===== config.mk =====
export PLATFORM = sky130hd
export DESIGN_NAME = grid_render
export DESIGN_NICKNAME = d
export VERILOG_FILES = /design/src/rtl/grid_render.sv
export SDC_FILE = /design/constraint.sdc
export NUM_CORES = 1
export LEC_CHECK = 0
export CAP_MARGIN = 20
export CORE_ASPECT_RATIO = 2
export CORE_UTILIZATION = 42
export DETAILED_ROUTE_END_ITERATION = 16
export PLACE_DENSITY_LB_ADDON = 0.15
export SLEW_MARGIN = 30
export SYNTH_ARGS = -nofsm -noshare
export SYNTH_HDL_FRONTEND = slang
export SYNTH_SLANG_ARGS = --single-unit

===== constraint.sdc =====
create_clock -name i_clk -period 3.8 [get_ports i_clk]
set_input_delay 0.95 -clock i_clk [delete_from_list [all_inputs] [get_ports i_clk]]
set_output_delay 0.95 -clock i_clk [all_outputs]
set_load 0.1 [all_outputs]

===== src/rtl/grid_render.sv =====
// grid_render: three-stage pixel pipeline that turns VGA raster coordinates
// into a colour for a cell-based playfield (empty / body / food / head).
//
// Ports
//   i_clk, i_rst          clock and synchronous active-high reset
//   i_x, i_y              current pixel coordinates from the timing generator
//   i_active/i_hsync/
//   i_vsync               display enable and syncs aligned with i_x/i_y
//                         (i_vsync is active-low)
//   o_addr                cell address to the grid memory read port
//   i_cell                cell code returned by the memory one cycle after
//                         it registers o_addr
//   o_rgb                 {R[3:0],G[3:0],B[3:0]}, 3 cycles after i_x/i_y
//   o_active/o_hsync/
//   o_vsync               sideband inputs delayed 3 cycles to match o_rgb
//   o_frame_tick          one-cycle pulse per falling edge of i_vsync
//
// Pipeline
//   stage 1: grid hit test, cell address and edge flag are registered
//   stage 2: the memory registers o_addr; sideband travels alongside
//   stage 3: colour lookup from i_cell and the stage-2 sideband
module grid_render #(
   parameter int CELL_PX    = 32,
   parameter int GRID_W     = 14,
   parameter int GRID_H     = 14,
   parameter int X0         = 96,
   parameter int Y0         = 16,
   parameter int ADDR_WIDTH = 8,
   parameter int DATA_WIDTH = 2
) (
   input  logic                  i_clk,
   input  logic                  i_rst,
   input  logic [9:0]            i_x,
   input  logic [9:0]            i_y,
   input  logic                  i_active,
   input  logic                  i_hsync,
   input  logic                  i_vsync,
   output logic [ADDR_WIDTH-1:0] o_addr,
   input  logic [DATA_WIDTH-1:0] i_cell,
   output logic [11:0]           o_rgb,
   output logic                  o_active,
   output logic                  o_hsync,
   output logic                  o_vsync,
   output logic                  o_frame_tick
);

   localparam int          SHIFT = $clog2(CELL_PX);
   localparam logic [9:0]  MASK  = 10'(CELL_PX - 1);
   localparam logic [10:0] X_LO  = 11'(X0);
   localparam logic [10:0] X_HI  = 11'(X0 + GRID_W * CELL_PX);
   localparam logic [10:0] Y_LO  = 11'(Y0);
   localparam logic [10:0] Y_HI  = 11'(Y0 + GRID_H * CELL_PX);

   // sideband bundles are {active, hsync, vsync}; idle value is 3'b011
   localparam logic [2:0]  SYNC_IDLE = 3'b011;

   // ---------------- stage 1 (combinational part) ----------------
   logic                  in_grid_next;
   logic                  is_edge_next;
   logic [9:0]            dx, dy, col, row;
   logic [ADDR_WIDTH-1:0] addr_next;

   always_comb begin
      // range is tested on the raw coordinates first so that pixels left of
      // or above the grid can never wrap around into it after subtraction
      in_grid_next = ({1'b0, i_x} >= X_LO) && ({1'b0, i_x} < X_HI) &&
                     ({1'b0, i_y} >= Y_LO) && ({1'b0, i_y} < Y_HI);
      dx  = i_x - 10'(X0);
      dy  = i_y - 10'(Y0);
      col = dx >> SHIFT;
      row = dy >> SHIFT;
      is_edge_next = in_grid_next && (((dx & MASK) == 10'd0) || ((dy & MASK) == 10'd0));
      addr_next = '0;
      if (in_grid_next) begin
         addr_next = ADDR_WIDTH'(20'(row) * 20'(GRID_W) + 20'(col));
      end
   end

   // ---------------- pipeline registers ----------------
   logic [ADDR_WIDTH-1:0] addr_reg;
   logic                  in_grid_s1_reg, in_grid_s2_reg;
   logic                  is_edge_s1_reg, is_edge_s2_reg;
   logic [2:0]            sync_s1_reg, sync_s2_reg, sync_s3_reg;
   logic [11:0]           rgb_reg;
   logic [11:0]           rgb_next;

   always_ff @(posedge i_clk) begin
      if (i_rst) begin
         addr_reg       <= '0;
         in_grid_s1_reg <= 1'b0;
         is_edge_s1_reg <= 1'b0;
         sync_s1_reg    <= SYNC_IDLE;
         in_grid_s2_reg <= 1'b0;
         is_edge_s2_reg <= 1'b0;
         sync_s2_reg    <= SYNC_IDLE;
         sync_s3_reg    <= SYNC_IDLE;
         rgb_reg        <= 12'h000;
      end else begin
         addr_reg       <= addr_next;
         in_grid_s1_reg <= in_grid_next;
         is_edge_s1_reg <= is_edge_next;
         sync_s1_reg    <= {i_active, i_hsync, i_vsync};
         in_grid_s2_reg <= in_grid_s1_reg;
         is_edge_s2_reg <= is_edge_s1_reg;
         sync_s2_reg    <= sync_s1_reg;
         sync_s3_reg    <= sync_s2_reg;
         rgb_reg        <= rgb_next;
      end
   end

   // ---------------- frame tick and blink counter ----------------
   logic       vsync_reg;
   logic       frame_tick_reg;
   logic [4:0] frame_cnt_reg;

   always_ff @(posedge i_clk) begin
      if (i_rst) begin
         vsync_reg      <= 1'b1;
         frame_tick_reg <= 1'b0;
         frame_cnt_reg  <= 5'd0;
      end else begin
         vsync_reg      <= i_vsync;
         // registered fall detect: never high in the cycle after reset
         frame_tick_reg <= vsync_reg & ~i_vsync;
         if (frame_tick_reg) begin
            frame_cnt_reg <= frame_cnt_reg + 5'd1;
         end
      end
   end

   // ---------------- stage 3 colour lookup ----------------
   always_comb begin
      rgb_next = 12'h000;
      if (sync_s2_reg[2] && in_grid_s2_reg) begin
         if (is_edge_s2_reg) begin
            rgb_next = 12'h444;
         end else begin
            case (i_cell)
               DATA_WIDTH'(0): rgb_next = 12'h222;
               DATA_WIDTH'(1): rgb_next = 12'h0F0;
               DATA_WIDTH'(2): rgb_next = frame_cnt_reg[4] ? 12'hF00 : 12'h222;
               DATA_WIDTH'(3): rgb_next = 12'hFF0;
               default:        rgb_next = 12'h222;
            endcase
         end
      end
   end

   assign o_addr       = addr_reg;
   assign o_rgb        = rgb_reg;
   assign o_active     = sync_s3_reg[2];
   assign o_hsync      = sync_s3_reg[1];
   assign o_vsync      = sync_s3_reg[0];
   assign o_frame_tick = frame_tick_reg;

endmodule


# Yosys cells after proc, flatten, opt, wreduce, memory -nomap -nowiden
# Index checks and enable logic that the tools add are counted.
# W data, S select, Z words.
op_classes:
  order_cmp: 4
  bitwise_logic: 4
  n_reduce_logical: 12
  add_sub_neg: 4
  n_eq_ne: 3
  n_mul: 1
  mux: 3
op_table:
  columns: ["cell", "count"]
  rows:
  - ["$pmux W12 S4", 1]
  - ["$logic_not A10 Y1", 2]
  - ["$mux W12", 1]
  - ["$mux W11", 1]
  - ["$ge A10 B5 Y1 const B", 1]
  - ["$ge A10 B7 Y1 const B", 1]
  - ["$lt A10 B10 Y1 const B", 1]
  - ["$lt A10 B9 Y1 const B", 1]
  - ["$sub A10 B5 Y10 const B", 1]
  - ["$sub A10 B7 Y10 const B", 1]
  - ["$add A8 B5 Y8", 1]
  - ["$mul A5 B3 Y7 const B", 1]
  - ["$add A5 B1 Y5 const B", 1]
  - ["$logic_and A1 B1 Y1", 5]
  - ["$eq A2 B2 Y1 const B", 2]
  - ["$reduce_or A2 Y1", 2]
  - ["$not A1 Y1", 3]
  - ["$reduce_or A3 Y1", 1]
  - ["$eq A2 B1 Y1 const B", 1]
  - ["$logic_not A2 Y1", 1]
  - ["$and A1 B1 Y1", 1]
  - ["$logic_or A1 B1 Y1", 1]
word_totals:
  elab_cells: 44
  ff_bits: 40
  output_inout_bits: 24
  in_bits: 27

# Logic depth before layout (Yosys ltp)
logic_depth:
  depth_word: 6
  depth_mapped: 13
  depth_no_buf: 13

# Worst setup path before layout
# No wires, ideal clock.
synth_path:
  path_type: "input -> register"
  startpoint: "in i_y[5]"
  endpoint: "reg addr_reg[7] (netlist: o_addr[7])"
  n_path_buf: 0
  path_stages: 11
  required_time_ps: 3685
  setup_ps: 115
  setup_slack_ps: -69
  arrival_ps: 3755
  path_cell_list: "inv_1 > ha_1 > xor2_1 > fa_1 > ha_1 > fa_1 > ha_1 > o21ai_0 > a2111oi_0 > xnor2_1 > nor2_1"
synth_between:
  elab_chain_len: 5
  elab_cells_between_ends: 9
  classes_between: "add/sub (2); mul (1); order compare (2); bitwise (1); reduce/logical (3)"
synth_lines:
  columns: ["element", "line_no", "rtl"]
  rows:
  - ["start: declaration", "34", "input logic [9:0] i_y,"]
  - ["branches (longest 5 deep; another with $sub A10 B5 Y10)", null, null]
  - ["end signal: assignment", "99", "addr_reg <= addr_next;"]
  - ["end: declaration", "80", "logic [ADDR_WIDTH-1:0] addr_reg;"]
# Several ways; the timed one is not identified.
# A chain may end at the register's enable or synchronous reset.

# Final worst setup path
layout_path:
  startpoint: "in i_y[4]"
  endpoint: "reg addr_reg[7] (netlist: o_addr[7])"
# Same word-level chain as after synthesis.

==> results.json <==
{
  "clk_pin_slew_ns": 0.06,
  "status": "finished clean",
  "fin_skew_ns": 0.006696,
  "antenna_found_initial": 0,
  "avgSynthCellArea_um2": 9.522,
  "numCtsBuffers": 5,
  "diodes": 0,
  "yosysSeqAreaShare_pct": 41.57,
  "vias_per_cell": 4.790,
  "worstPathArrival_ns": 3.95,
  "seq_area_um2": 700.7,
  "slowest_delay_ns": 0.53,
  "tightest_slew_ns": 0.9798,
  "finalSetupViolCount": 0,
  "wire_per_inst_um": 11.66,
  "powerDensity_nw_per_um2": 479.3,
  "die_w_um": 46.79,
  "wirelength_um": 3498,
  "cts_hold_buf": 0,
  "cts_root_buffer": "clkbuf_8",
  "syn-cell-area_um2": 1685,
  "cts_tree": "built",
  "route.detailed.drc": 0,
  "ant_nets": 0,
  "coreArea_um2": 3844,
  "synth_cells": 177,
  "maxSlewHeadroom_pct": 34.48,
  "p_total_mw": 1.208,
  "drive_above_1_share_pct": 18.47,
  "die-area_um2": 4285,
  "cp_slowest_cell": "fa_1",
  "endpoint_kind": "flip-flop",
  "ys_top_cells_by_area": "dfxtp_1 42%, ha_1 12%, xor2_1 5.2%",
  "fin_crit_ns": 3.786,
  "multiInputGateArea_um2": 939.7,
  "cp_cell_sequence": "dlygate4sd2_1 > nor3_2 > xnor2_1 > buf_4 > buf_4 > buf_4 > xnor2_2 > ha_1 > fa_1 > ha_4 > o21ai_2 > a2111oi_4 > xnor2_1 > nor2_1",
  "cpMostUsedCell": "buf_4",
  "first_global_vias": 1492,
  "yosysTopAreaCellShare_pct": 41.57,
  "row_count": 32,
  "cp-start-kind": "input pin",
  "clockBufferDepth": 2,
  "vias": 1437,
  "grt_max_degree": 18,
  "crit_type": "in -> reg",
  "nNetsFinal": 294,
  "port_buffers": 48,
  "insertion_delay_ns": 0.28,
  "htreeDepth": 2,
  "crit_fanout": 3,
  "io_pins": 51,
  "min_from": "sync_s2_reg[1]$_SDFF_PP1_",
  "ir_drop_uv": 328.2,
  "drt_first_pass_iters": 4,
  "ys_warn_count": 0,
  "leakage_nw": 1.089,
  "fillers": 349,
  "gr-usage-all-layers_pct": 18.50,
  "hp-class": "reg -> reg",
  "hold_violations": 0,
  "ys_ff_latch": 35,
  "clock_sinks": 35,
  "clock.fmax_ghz": 0.2641,
  "slew_viol_final": 0,
  "cp_data_required_time_ns": 3.96,
  "grt-ovfl-total": 0,
  "ys_types": 35,
  "setup_tns_ns": 0,
  "dr.first_iter.drc_count": 8,
  "cp-startpoint": "i_y[4]",
  "max-cap-violations": 0,
  "synth_largest_area_cell": "dfxtp_1",
  "grt_pass1_wl_um": 5802,
  "rr_startpoint": "sync_s2_reg[2]$_SDFF_PP0_",
  "place_hpwl_um": 2756,
  "initial_utilization_pct": 43.85,
  "area_growth_pct": 49.52,
  "die_h_um": 91.59,
  "period_share_pct": 99.64,
  "place_congestion": 0.8133
}
==> layer usage <==
metal  vias to the layer above  wire [um]  track usage (%)
li1                        716          -                -
met2                        39       2144            35.07
met3                         9        121            3.777
met5                         -          0                0
met1                       673       1131            16.08
met4                         0        100            9.524
==> cell usage after synthesis <==
master	instances
nor2b_1	6
nand2_1	6
nor2_1	20
xor2_1	10
a31oi_1	1
xnor2_1	9
buf_4	4
nand4_1	2
inv_1	17
fa_1	3
o21bai_1	1
ha_1	16
nor4_1	1
dfxtp_1	35
and2b_1	1
or4_4	1
nor3_1	3
a2111oi_0	1
mux2i_1	1
nor2_2	1
or2_2	6
a21oi_1	12
o41ai_1	1
o21ai_0	2
conb_1	1
nand4b_1	1
clkbuf_1	1
a21o_1	3
nor3b_1	1
nor3_4	1
a211oi_1	1
a211o_1	1
and3_1	1
buf_6	1
nand3_1	5
==> worst paths after layout <==
check,depth (start not counted),slack [ns],endpoint
setup / recovery,14,0.01,o_addr[7]$_SDFF_PP0_
setup reg to reg,3,2.77,o_rgb[1]$_SDFF_PP0_
hold / removal,1,0.42,sync_s3_reg[1]$_SDFF_PP1_
hold reg to reg,1,0.42,sync_s3_reg[1]$_SDFF_PP1_
==> layout make-up <==
type,instances,share of cell area [%]
Timing Repair Buffer,69,25.17
Multi-Input combinational cell,120,37.29
Tap cell,51,2.532
Inverter,17,2.532
Clock buffer,6,3.277
Clock inverter,2,1.390
Sequential cell,35,27.81
==> cells by family (layout without fill, tap and decap cells) <==
kind of cell             count (synthesis)  after routing  share of synthesized area, %
AO/OA/AOI/OAI                           23             23                         8.316
XOR/XNOR                                19             19                         9.874
adder cells (fa/ha/maj)                 19             19                         15.44
buffers and inverters                   23             94                         6.459
flip-flops                              35             35                         41.57
multiplexers                             1              1                        0.5939
other                                    1              2                        0.2225
AND/OR/NAND/NOR                         56             56                         17.52
==> through the flow <==
stage,util [%],hold WS (ns),setup slack [ns],area (um2),instances
detailed placement,60.68,0.3974,-0.4726,2332,289
global route,65.56,0.4310,-0.04750,2520,300
floorplan,-,0.3895,0.04360,1698,178
CTS,64.32,0.4212,0.1000,2472,298
global placement,60.68,0.3953,-0.3788,2332,289
finish,65.56,0.4170,0.01352,2520,300
==> cell usage in the layout (no fill, tap or decap), types with 2 or more instances in the layout <==
| cell type | synthesis | final |
|---|---|---|
| nor2b_1 | 6 | 6 |
| dlygate4sd2_1 | 0 | 3 |
| xor2_1 | 10 | 9 |
| or2_2 | 6 | 6 |
| xnor2_1 | 9 | 8 |
| nor3_1 | 3 | 2 |
| conb_1 | 1 | 2 |
| ha_2 | 0 | 2 |
| a21oi_1 | 12 | 12 |
| nand4_1 | 2 | 2 |
| fa_1 | 3 | 3 |
| nand2_1 | 6 | 6 |
| clkdlybuf4s50_1 | 0 | 45 |
| clkbuf_8 | 0 | 6 |
| inv_1 | 17 | 17 |
| buf_4 | 4 | 21 |
| dfxtp_1 | 35 | 35 |
| nand3_1 | 5 | 5 |
| ha_1 | 16 | 13 |
| a21o_1 | 3 | 3 |
| nor2_1 | 20 | 20 |
==> worst max-delay path: cells and delay by family <==
family / cells / cell delay (ns)
AOI/OAI and AO/OA: 2 / 0.42
xor gates and xnor gates: 3 / 0.42
buffers and inverters: 4 / 0.67
and+or+nand+nor: 2 / 0.31
adders and majority gates: 3 / 1.17
==> where the power goes <==
part	switching, mW	internal [mW]	total, mW
sequential	0.00537	0.382	0.387
combinational	0.263	0.218	0.481
clock	0.127	0.212	0.339
==> repair_timing <==
item | in CTS | in global routing
endpoints found under the setup margin | 1 | 2
setup buffers | 1 | 2
resized for setup | 9 | 3
pin swaps | 9 | 7
(Power assumes the default switching activity.)
